## src/rtl/spi_burst_bridge_if.sv

```systemverilog
// Signal bundle between spi_burst_bridge and its environment (SPI host and GPU bus).
// master: the bridge itself (drives MISO and bus strobes); slave: host and bus responder.
interface spi_burst_bridge_if #(
  parameter int ADDR_WIDTH = 32,
  parameter int DATA_WIDTH = 32
);
  logic                  i_spi_cs_n;
  logic                  i_spi_mosi;
  logic                  o_spi_miso;
  logic                  o_bus_we;
  logic                  o_bus_re;
  logic [ADDR_WIDTH-1:0] o_bus_addr;
  logic [DATA_WIDTH-1:0] o_bus_wdata;
  logic                  i_bus_rvalid;
  logic [DATA_WIDTH-1:0] i_bus_rdata;
  logic                  o_busy;
  logic                  o_rd_timeout;

  modport master (
    input  i_spi_cs_n, i_spi_mosi, i_bus_rvalid, i_bus_rdata,
    output o_spi_miso, o_bus_we, o_bus_re, o_bus_addr, o_bus_wdata, o_busy, o_rd_timeout
  );

  modport slave (
    output i_spi_cs_n, i_spi_mosi, i_bus_rvalid, i_bus_rdata,
    input  o_spi_miso, o_bus_we, o_bus_re, o_bus_addr, o_bus_wdata, o_busy, o_rd_timeout
  );
endinterface

```

## src/rtl/spi_burst_bridge.sv

```systemverilog
// SPI mode-0 slave to parallel bus bridge: CMD/ADDR decode, burst writes, and burst reads
// with one word of prefetch so read data streams on MISO without gaps.
module spi_burst_bridge #(
  parameter int          ADDR_WIDTH   = 32,
  parameter int          DATA_WIDTH   = 32,
  parameter int          DUMMY_CYCLES = 8,
  parameter int          ADDR_STRIDE  = 4,
  parameter logic [31:0] ERR_PATTERN  = 32'hDEAD_BEEF
) (
  input logic               i_spi_clk,
  input logic               rst_n,
  spi_burst_bridge_if.master io
);
  localparam int SW   = (ADDR_WIDTH > DATA_WIDTH) ? ADDR_WIDTH : DATA_WIDTH;
  localparam int CMAX = (SW > DUMMY_CYCLES) ? SW : DUMMY_CYCLES;
  localparam int CW   = $clog2(CMAX + 1);
  localparam logic [CW-1:0]         CMD_LAST   = CW'(7);
  localparam logic [CW-1:0]         ADDR_LAST  = CW'(ADDR_WIDTH - 1);
  localparam logic [CW-1:0]         DATA_LAST  = CW'(DATA_WIDTH - 1);
  localparam logic [CW-1:0]         DUMMY_LAST = CW'(DUMMY_CYCLES - 1);
  localparam logic [DATA_WIDTH-1:0] ERR_WORD   = DATA_WIDTH'(ERR_PATTERN);
  localparam logic [ADDR_WIDTH-1:0] STRIDE     = ADDR_WIDTH'(ADDR_STRIDE);

  typedef enum logic [2:0] {S_IDLE, S_CMD, S_ADDR, S_WDATA, S_DUMMY, S_RDATA, S_DONE} state_t;

  state_t                state_q, state_d;
  logic [CW-1:0]         bit_cnt_q, bit_cnt_d;
  logic [3:0]            word_cnt_q, word_cnt_d;
  logic [7:0]            cmd_q, cmd_d;
  logic [SW-1:0]         sh_q, sh_d;
  logic [ADDR_WIDTH-1:0] nxt_addr_q, nxt_addr_d;
  logic [DATA_WIDTH-1:0] rd_buf_q, rd_buf_d;
  logic                  rd_got_q, rd_got_d;
  logic                  rd_pend_q, rd_pend_d;
  logic                  timeout_q, timeout_d;
  logic [ADDR_WIDTH-1:0] addr_q, addr_d;
  logic [DATA_WIDTH-1:0] wdata_q, wdata_d;
  logic                  we_q, we_d;
  logic                  re_q, re_d;

  logic [SW-1:0]         sh_in;
  logic                  rd_hit, rd_have, load_word, issue_re;
  logic [DATA_WIDTH-1:0] rd_word;
  logic [ADDR_WIDTH-1:0] re_addr;

  always_comb begin
    state_d    = state_q;
    bit_cnt_d  = bit_cnt_q;
    word_cnt_d = word_cnt_q;
    cmd_d      = cmd_q;
    sh_d       = sh_q;
    nxt_addr_d = nxt_addr_q;
    rd_buf_d   = rd_buf_q;
    rd_got_d   = rd_got_q;
    rd_pend_d  = rd_pend_q;
    timeout_d  = timeout_q;
    addr_d     = addr_q;
    wdata_d    = wdata_q;
    we_d       = 1'b0;
    re_d       = 1'b0;
    load_word  = 1'b0;
    issue_re   = 1'b0;
    re_addr    = nxt_addr_q;
    sh_in      = {sh_q[SW-2:0], io.i_spi_mosi};
    // Read data is accepted anywhere in the dummy window, but not on a word-reload edge.
    rd_hit  = !io.i_spi_cs_n && rd_pend_q && io.i_bus_rvalid &&
              ((state_q == S_DUMMY) || ((state_q == S_RDATA) && (bit_cnt_q != DATA_LAST)));
    rd_have = rd_got_q || rd_hit;
    rd_word = rd_hit ? io.i_bus_rdata : rd_buf_q;
    if (rd_hit) begin
      rd_buf_d  = io.i_bus_rdata;
      rd_got_d  = 1'b1;
      rd_pend_d = 1'b0;
    end

    if (io.i_spi_cs_n) begin
      state_d    = S_IDLE;
      bit_cnt_d  = '0;
      word_cnt_d = '0;
      rd_got_d   = 1'b0;
      rd_pend_d  = 1'b0;
    end else begin
      case (state_q)
        S_IDLE: begin
          cmd_d      = {7'd0, io.i_spi_mosi};
          bit_cnt_d  = CW'(1);
          word_cnt_d = '0;
          timeout_d  = 1'b0;
          state_d    = S_CMD;
        end
        S_CMD: begin
          cmd_d     = {cmd_q[6:0], io.i_spi_mosi};
          bit_cnt_d = bit_cnt_q + CW'(1);
          if (bit_cnt_q == CMD_LAST) begin
            bit_cnt_d = '0;
            state_d   = (cmd_d[6:4] != 3'd0) ? S_DONE : S_ADDR;
          end
        end
        S_ADDR: begin
          sh_d      = sh_in;
          bit_cnt_d = bit_cnt_q + CW'(1);
          if (bit_cnt_q == ADDR_LAST) begin
            bit_cnt_d  = '0;
            word_cnt_d = '0;
            nxt_addr_d = sh_in[ADDR_WIDTH-1:0];
            if (cmd_q[7]) begin
              state_d = S_WDATA;
            end else begin
              state_d  = S_DUMMY;
              issue_re = 1'b1;
              re_addr  = sh_in[ADDR_WIDTH-1:0];
            end
          end
        end
        S_WDATA: begin
          sh_d      = sh_in;
          bit_cnt_d = bit_cnt_q + CW'(1);
          if (bit_cnt_q == DATA_LAST) begin
            bit_cnt_d  = '0;
            we_d       = 1'b1;
            addr_d     = nxt_addr_q;
            wdata_d    = sh_in[DATA_WIDTH-1:0];
            nxt_addr_d = nxt_addr_q + STRIDE;
            word_cnt_d = word_cnt_q + 4'd1;
            if (word_cnt_q == cmd_q[3:0]) state_d = S_DONE;
          end
        end
        S_DUMMY: begin
          bit_cnt_d = bit_cnt_q + CW'(1);
          if (bit_cnt_q == DUMMY_LAST) begin
            bit_cnt_d  = '0;
            word_cnt_d = '0;
            state_d    = S_RDATA;
            load_word  = 1'b1;
            issue_re   = (cmd_q[3:0] != 4'd0);
          end
        end
        S_RDATA: begin
          sh_d      = sh_q << 1;
          bit_cnt_d = bit_cnt_q + CW'(1);
          if (bit_cnt_q == DATA_LAST) begin
            bit_cnt_d = '0;
            if (word_cnt_q == cmd_q[3:0]) begin
              state_d = S_DONE;
            end else begin
              word_cnt_d = word_cnt_q + 4'd1;
              load_word  = 1'b1;
              issue_re   = ((word_cnt_q + 4'd1) != cmd_q[3:0]);
            end
          end
        end
        default: ;
      endcase
    end

    if (load_word) begin
      sh_d      = SW'(rd_have ? rd_word : ERR_WORD);
      timeout_d = timeout_q | !rd_have;
      rd_got_d  = 1'b0;
      rd_pend_d = 1'b0;
    end
    // Prefetch: request the next word while the current one is still shifting out.
    if (issue_re) begin
      re_d       = 1'b1;
      addr_d     = re_addr;
      nxt_addr_d = re_addr + STRIDE;
      rd_pend_d  = 1'b1;
      rd_got_d   = 1'b0;
    end
  end

  always_ff @(posedge i_spi_clk or negedge rst_n) begin
    if (!rst_n) begin
      state_q    <= S_IDLE;
      bit_cnt_q  <= '0;
      word_cnt_q <= '0;
      cmd_q      <= '0;
      sh_q       <= '0;
      nxt_addr_q <= '0;
      rd_buf_q   <= '0;
      rd_got_q   <= 1'b0;
      rd_pend_q  <= 1'b0;
      timeout_q  <= 1'b0;
      addr_q     <= '0;
      wdata_q    <= '0;
      we_q       <= 1'b0;
      re_q       <= 1'b0;
    end else begin
      state_q    <= state_d;
      bit_cnt_q  <= bit_cnt_d;
      word_cnt_q <= word_cnt_d;
      cmd_q      <= cmd_d;
      sh_q       <= sh_d;
      nxt_addr_q <= nxt_addr_d;
      rd_buf_q   <= rd_buf_d;
      rd_got_q   <= rd_got_d;
      rd_pend_q  <= rd_pend_d;
      timeout_q  <= timeout_d;
      addr_q     <= addr_d;
      wdata_q    <= wdata_d;
      we_q       <= we_d;
      re_q       <= re_d;
    end
  end

  assign io.o_spi_miso   = (state_q == S_RDATA) ? sh_q[DATA_WIDTH-1] : 1'b0;
  assign io.o_bus_we     = we_q;
  assign io.o_bus_re     = re_q;
  assign io.o_bus_addr   = addr_q;
  assign io.o_bus_wdata  = wdata_q;
  assign io.o_busy       = (state_q != S_IDLE);
  assign io.o_rd_timeout = timeout_q;
endmodule

```

## src/flat_wrapper.sv

```systemverilog
// flat-port wrapper written by rule: the top's interface ports become plain ports
module spi_burst_bridge_flat 
#(
  parameter int          ADDR_WIDTH   = 32,
  parameter int          DATA_WIDTH   = 32,
  parameter int          DUMMY_CYCLES = 8,
  parameter int          ADDR_STRIDE  = 4,
  parameter logic [31:0] ERR_PATTERN  = 32'hDEAD_BEEF
)
  (i_spi_clk, rst_n, io_i_spi_cs_n, io_i_spi_mosi, io_i_bus_rvalid, io_i_bus_rdata, io_o_spi_miso, io_o_bus_we, io_o_bus_re, io_o_bus_addr, io_o_bus_wdata, io_o_busy, io_o_rd_timeout);
  spi_burst_bridge_if #(.ADDR_WIDTH(ADDR_WIDTH), .DATA_WIDTH(DATA_WIDTH)) io_i ();
  input logic i_spi_clk;
  input logic rst_n;
  input wire logic [$bits(io_i.i_spi_cs_n)-1:0] io_i_spi_cs_n;
  input wire logic [$bits(io_i.i_spi_mosi)-1:0] io_i_spi_mosi;
  input wire logic [$bits(io_i.i_bus_rvalid)-1:0] io_i_bus_rvalid;
  input wire logic [$bits(io_i.i_bus_rdata)-1:0] io_i_bus_rdata;
  output wire logic [$bits(io_i.o_spi_miso)-1:0] io_o_spi_miso;
  output wire logic [$bits(io_i.o_bus_we)-1:0] io_o_bus_we;
  output wire logic [$bits(io_i.o_bus_re)-1:0] io_o_bus_re;
  output wire logic [$bits(io_i.o_bus_addr)-1:0] io_o_bus_addr;
  output wire logic [$bits(io_i.o_bus_wdata)-1:0] io_o_bus_wdata;
  output wire logic [$bits(io_i.o_busy)-1:0] io_o_busy;
  output wire logic [$bits(io_i.o_rd_timeout)-1:0] io_o_rd_timeout;
  assign io_i.i_spi_cs_n = io_i_spi_cs_n;
  assign io_i.i_spi_mosi = io_i_spi_mosi;
  assign io_i.i_bus_rvalid = io_i_bus_rvalid;
  assign io_i.i_bus_rdata = io_i_bus_rdata;
  assign io_o_spi_miso = io_i.o_spi_miso;
  assign io_o_bus_we = io_i.o_bus_we;
  assign io_o_bus_re = io_i.o_bus_re;
  assign io_o_bus_addr = io_i.o_bus_addr;
  assign io_o_bus_wdata = io_i.o_bus_wdata;
  assign io_o_busy = io_i.o_busy;
  assign io_o_rd_timeout = io_i.o_rd_timeout;
  spi_burst_bridge #(.ADDR_WIDTH(ADDR_WIDTH), .DATA_WIDTH(DATA_WIDTH), .DUMMY_CYCLES(DUMMY_CYCLES), .ADDR_STRIDE(ADDR_STRIDE), .ERR_PATTERN(ERR_PATTERN)) u_core (.i_spi_clk(i_spi_clk), .rst_n(rst_n), .io(io_i));
endmodule
```

## config.mk

```make
export PLATFORM = sky130hd
export DESIGN_NAME = spi_burst_bridge_flat
export DESIGN_NICKNAME = d
export VERILOG_FILES = /design/src/rtl/spi_burst_bridge_if.sv /design/src/rtl/spi_burst_bridge.sv /design/src/flat_wrapper.sv
export SDC_FILE = /design/constraint.sdc
export NUM_CORES = 1
export LEC_CHECK = 0
export CORE_ASPECT_RATIO = 0.5
export CORE_MARGIN = 2
export CORE_UTILIZATION = 40
export CTS_BUF_LIST = sky130_fd_sc_hd__clkbuf_4 sky130_fd_sc_hd__clkbuf_8
export DETAILED_ROUTE_END_ITERATION = 7
export PLACE_DENSITY_LB_ADDON = 0.08
export SLEW_MARGIN = 20
export SYNTH_ARGS = -nofsm -noshare
export SYNTH_HDL_FRONTEND = slang
export SYNTH_SLANG_ARGS = --single-unit
```

## constraint.sdc

```tcl
create_clock -name i_spi_clk -period 6.4 [get_ports i_spi_clk]
set_input_delay 1.28 -clock i_spi_clk [delete_from_list [all_inputs] [get_ports i_spi_clk]]
set_output_delay 1.28 -clock i_spi_clk [all_outputs]
set_load 0.01 [all_outputs]
```

; Word-level counts from Yosys, hierarchy flattened
; Index checks and enable logic that the tools add are counted.
[op_classes]
n_div = 0
n_bitwise = 2
add_sub_neg = 4
n_lt_le_gt_ge = 0
n_mux = 67
eq_ne = 22
reduce_logical = 34
n_shift = 0
multipliers = 0
[op_table]
columns = operator, n
row1 = $mux W32, 16
row2 = $pmux W32 S2, 2
row3 = $add A32 B3 Y32 const B, 2
row4 = $mux W1, 26
row5 = $mux W3, 8
row6 = $mux W4, 6
row7 = $pmux W4 S5, 1
row8 = $mux W6, 3
row9 = $pmux W6 S3, 1
row10 = $pmux W8 S2, 1
row11 = $pmux W3 S5, 1
row12 = $ne A3 B1 Y1 const B, 4
row13 = $ne A3 B2 Y1 const B, 4
row14 = $reduce_and A6 Y1, 2
row15 = $reduce_bool A3 Y1, 4
row16 = $reduce_bool A4 Y1, 3
row17 = $reduce_bool A6 Y1, 2
row18 = $reduce_bool A2 Y1, 4
row19 = $add A6 B1 Y6 const B, 1
row20 = $eq A3 B2 Y1 const B, 2
row21 = $eq A3 B3 Y1 const B, 2
row22 = $eq A6 B3 Y1 const B, 1
row23 = $eq A6 B5 Y1 const B, 1
row24 = $ne A3 B3 Y1 const B, 2
row25 = other kinds (19), 30
[word_totals]
reg_bits = 186
mem_bits_rw = 0
wordCells = 143
input_bits = 37
out_inout_bits = 69
romBits = 0
latchBits = 0
memories = 0

; Depth between registers and ports, before layout
[logic_depth]
word_depth = 8
mapped_depth = 17
ltp_nobuf = 12

; Least setup slack after synthesis
; No wires, ideal clock.
[synth_timing]
path_type = input to register
start = in io_i_spi_cs_n
end = reg u_core.nxt_addr_q[22]
setup_time_ps = 125
path_buffers = 5
arrival_time_ps = 4162
path_slack_ps = 2114
stages = 16
required_ps = 6275
path_cell_list = and4bb_1 > and3_4 > buf_6 > buf_6 > buf_4 > buf_2 > nand2_1 > nand2_1 > ha_1 > clkbuf_1 > nand4_1 > nor4_1 > mux2i_1 > a211o_1 > xnor2_1 > mux2_2
[synth_via]
elab_chain_len = 3
word_cells_on_any_way = 9
cone_classes = add/sub: 1 / eq/ne: 3 / mux: 3 / reduce/logical: 2
[synth_rtl]
columns = item, line_no
row1 = "start, declared", flat_wrapper.sv:14  ; input wire logic [$bits(io_i.i_spi_cs_n)-1:0] io_i_spi_cs_n;
row2 = $mux W32 or $mux W1 (tied branches), spi_burst_bridge.sv:76  ; if (io.i_spi_cs_n) begin
row3 = $add A32 B3 Y32 (tied with other cells), spi_burst_bridge.sv:166  ; nxt_addr_d = re_addr + STRIDE;
row4 = $mux W32 or $reduce_and A4 Y1 (tied branches), -
row5 = "end signal, assigned", spi_burst_bridge.sv:194  ; nxt_addr_q <= nxt_addr_d;
row6 = "end, declared", spi_burst_bridge.sv:31  ; logic [ADDR_WIDTH-1:0] nxt_addr_q, nxt_addr_d;
; Parallel ways exist; a longest one is shown, timed or not.
; A chain may end at the register's enable or synchronous reset.

; Worst setup path in the final report
; Ends and elaborated chain as after synthesis.

==> flow_metrics.env <==
export IMPL_status="complete, no violations"
export IMPL_ys_types=81
export IMPL_setup_tns_ns=0
export IMPL_htree_levels=4
export IMPL_fin_cells=1599
export IMPL_cp_slowest_stage_delay_ns=0.48
export IMPL_fmax_mhz=227
export IMPL_die_y_um=120
export IMPL_finalSetupViolCount=0
export IMPL_wire_per_inst_um=22.3
export IMPL_area_growth_pct=15.5
export IMPL_rrSetupSlack_ns=2.71
export IMPL_cp_end_kind="flop"
export IMPL_vdd_ir_drop_max_uv=148
export IMPL_grt_total_usage_pct=25.6
export IMPL_start_util_pct=40.7
export IMPL_pin_count=106
export IMPL_final_period_utilization_pct=68.7
export IMPL_first_pass_iters=7
export IMPL_synth_async_sr_flop_share_pct=100
export IMPL_final_max_slew_viol_count=0
export IMPL_drt_iter0_markers=1077
export IMPL_antennaDiodeCount=0
export IMPL_p_leak_nw=5.23
export IMPL_cts_hold_buffers=0
export IMPL_cts_tree="built"
export IMPL_die_w_um=236
export IMPL_cp_common_cell="nand2_1"
export IMPL_worstPathArrival_ns=4.81
export IMPL_clk_latency_ns=0.51
export IMPL_clk_pin_slew_worst_paths_ns=0.10
export IMPL_p_per_area_mw_per_mm2=286
export IMPL_path_max_fanout=23
export IMPL_die_area_sq_mm=0.0283
export IMPL_drc=0
export IMPL_cts_setup_buffers=0
export IMPL_crit_chain="clkdlybuf4s50_1 -> buf_4 -> and4bb_1 -> and3_4 -> nand2_1 -> nand2_1 -> ha_1 -> nand4_1 -> nor4_1 -> mux2i_1 -> a211o_1 -> xnor2_1 -> mux2_2"
export IMPL_globalplace_congestion=0.950
export IMPL_synth_seq_cells=186
export IMPL_grt_overflow_total=0
export IMPL_antenna_left=0
export IMPL_antenna_found_initial=1
export IMPL_rsz0062_at_grt="no"
export IMPL_hold_path_class="flop to flop"
export IMPL_maxCapViolations=0
export IMPL_hold_viol=0
export IMPL_cts_made_buffers=17
export IMPL_worstSetupPathType="input port to flop"
export IMPL_cts_root_buf="clkbuf_8"
export IMPL_crit_path_start_kind="input port"
export IMPL_reg2reg_to="u_core.nxt_addr_q[22]"
export IMPL_worstPathRequired_ns=6.81
export IMPL_nFillCells=2535
export IMPL_grt_pass1_wl_mm=55.5
export IMPL_wl_mm=35.6
export IMPL_cp_slowest_cell="and4bb_1"
export IMPL_min_from="u_core.io.o_bus_wdata[10]"
export IMPL_synthesis_nets=1241
export IMPL_row_count=42
export IMPL_reg2reg_depth=12
export IMPL_synth_edf_count=0
export IMPL_clock_skew_ns=0.0136
export IMPL_core_sq_mm=0.0264
export IMPL_portBuffers=105
export IMPL_synthFlopType="dfrtp_1"
export IMPL_min_path_cells=2
export IMPL_grt_pass1_vias=9207
export IMPL_vias_per_cell=5.99
export IMPL_tightestPinTransition_ns=1.01
export IMPL_nets=1277
export IMPL_mappedNetlistArea_sq_mm=0.0108
export IMPL_place_hpwl_mm=24.0
export IMPL_drive_above_1_share_pct=11.6
export IMPL_dr_total_vias=9574
export IMPL_syn_instance_count=1200
export IMPL_post_route_util_pct=47.0
export IMPL_period_needed_ns=4.40
export IMPL_reg2reg_from="u_core.bit_cnt_q[0]"
export IMPL_hold_path_end="u_core.io.o_bus_wdata[10]"
export IMPL_synth_warnings=0
export IMPL_max_slew_margin_pct=32.3
export IMPL_syn_area_per_cell_sq_um=8.96
export IMPL_place_inst=1569
export IMPL_grt_max_degree=153
export IMPL_cts_sinks=186
export IMPL_ctsResizeCount=0
export IMPL_clk_path_buf_depth=2
export IMPL_seq_area_frac_synth_pct=43.3
cells in the mapped netlist (all sizes together), types with 4 or more instances:
| master | number | area (sq um) |
|---|---|---|
| nor3 | 33 | 175 |
| nand3 | 54 | 280 |
| o221a | 24 | 270 |
| o31ai | 6 | 45.0 |
| and4 | 8 | 70.1 |
| a221oi | 5 | 56.3 |
| or4 | 7 | 56.3 |
| or3 | 6 | 37.5 |
| nand4 | 31 | 194 |
| o211ai | 11 | 82.6 |
| inv | 46 | 173 |
| nand2b | 16 | 100 |
| o21ai | 74 | 370 |
| nor2b | 6 | 37.5 |
| xor2 | 22 | 193 |
| nor3b | 4 | 30.0 |
| a211oi | 6 | 45.0 |
| a22oi | 17 | 128 |
| nor2 | 60 | 230 |
| o21a | 4 | 30.0 |
| and2 | 7 | 43.8 |
| nand2 | 178 | 668 |
| a31oi | 13 | 81.3 |
| o22ai | 22 | 138 |
| dfrtp | 186 | 4650 |
| clkbuf | 59 | 221 |
| nor4 | 11 | 98.8 |
| a21oi | 69 | 360 |
| xnor2 | 15 | 131 |
| ha | 4 | 50.1 |
| a221o | 8 | 80.1 |
| buf | 48 | 277 |
| mux2 | 41 | 469 |
| mux2i | 31 | 310 |
| a21o | 6 | 45.0 |
| and3 | 21 | 136 |
worst max-delay path: cells and delay by family:
kind	cells	cell delay, ns
AND/OR/NAND/NOR	6	1.50
buffers and inverters	2	0.64
multiplexers	2	0.60
AO/OA/AOI/OAI	1	0.35
adder cells (fa/ha/maj)	1	0.30
XOR/XNOR	1	0.13
report_power, final:
| group | switching [mW] | total (mW) | leakage (nW) | internal (mW) |
|---|---|---|---|---|
| Clock | 0.463 | 0.979 | 0.240 | 0.516 |
| Sequential | 0.378 | 1.69 | 2.36 | 1.31 |
| Combinational | 0.487 | 0.883 | 2.63 | 0.396 |
layout make-up:
| class | instances | area, sq um | share of cell area [%] |
|---|---|---|---|
| Tap cell | 352 | 440 | 3.55 |
| Sequential cell | 186 | 4650 | 37.5 |
| Clock buffer | 19 | 255 | 2.06 |
| Timing Repair Buffer | 124 | 1210 | 9.75 |
| Multi-Input combinational cell | 861 | 5470 | 44.0 |
| Inverter | 46 | 173 | 1.39 |
| Clock inverter | 11 | 216 | 1.74 |
metrics by stage:
stage | power [mW] | worst slack, ns | hold WS, ns | instance area, sq um
after global routing | 3.72 | 1.84 | 0.511 | 12400
after detailed placement | 2.58 | 1.56 | 0.461 | 11900
after floorplan | 2.19 | 2.11 | 0.440 | 10800
after global placement | 2.56 | 1.64 | 0.457 | 11900
after CTS | 3.55 | 2.11 | 0.483 | 12400
final | 3.56 | 2.00 | 0.481 | 12400
metal layers:
| layer | track usage [%] | share of wire (%) |
|---|---|---|
| met2 | 37.7 | 43 |
| met5 | 0 | 0 |
| met4 | 6.77 | 2.0 |
| met1 | 37.8 | 47 |
| met3 | 5.87 | 7.8 |
cell families after synthesis:
family,count (synthesis),synth area share [%]
and+or+nand+nor,455,21.2
buffers and inverters,153,6.24
adders and majority gates,4,0.465
AOI/OAI and AO/OA,293,18.5
xor gates and xnor gates,37,3.01
DFF,186,43.3
muxes,72,7.25
worst max-delay path by stage:
stage                     slack (ns)                     to     startpoint  cells past startpoint
after floorplan                 2.11  u_core.nxt_addr_q[22]  io_i_spi_cs_n                     16
after global placement          1.64  u_core.nxt_addr_q[22]  io_i_spi_cs_n                     13
after detailed placement        1.56  u_core.nxt_addr_q[22]  io_i_spi_cs_n                     13
after CTS                       2.11  u_core.nxt_addr_q[22]  io_i_spi_cs_n                     13
after global routing            1.84  u_core.nxt_addr_q[22]  io_i_spi_cs_n                     13
final                           2.00  u_core.nxt_addr_q[22]  io_i_spi_cs_n                     13
placed cells by master, fill, tap and decap left out, drive strengths merged, types with 4 or more instances in the layout:
cell / instances
a211oi: 6
a21o: 6
a21oi: 69
a221o: 8
a221oi: 5
a22oi: 17
a31oi: 13
and2: 7
and3: 21
and4: 8
buf: 19
bufinv: 6
clkbuf: 20
clkdlybuf4s50: 104
dfrtp: 186
ha: 4
inv: 48
mux2: 41
mux2i: 31
nand2: 178
nand2b: 16
nand3: 54
nand4: 31
nor2: 60
nor2b: 6
nor3: 33
nor3b: 4
nor4: 11
o211ai: 11
o21a: 4
o21ai: 74
o221a: 24
o22ai: 22
o31ai: 6
or3: 6
or4: 7
xnor2: 15
xor2: 22
registers in the layout, indices dropped and copies added, names as in the netlist:
name / count
u_core.io.o_bus_addr: 32
u_core.io.o_bus_wdata: 32
u_core.nxt_addr_q: 32
u_core.rd_buf_q: 32
u_core.sh_q: 32
u_core.cmd_q: 8
u_core.bit_cnt_q: 6
u_core.word_cnt_q: 4
u_core.state_q: 3
u_core.io.o_bus_re: 1
u_core.io.o_bus_we: 1
u_core.io.o_rd_timeout: 1
u_core.rd_got_q: 1
u_core.rd_pend_q: 1
(Power assumes the default switching activity.)
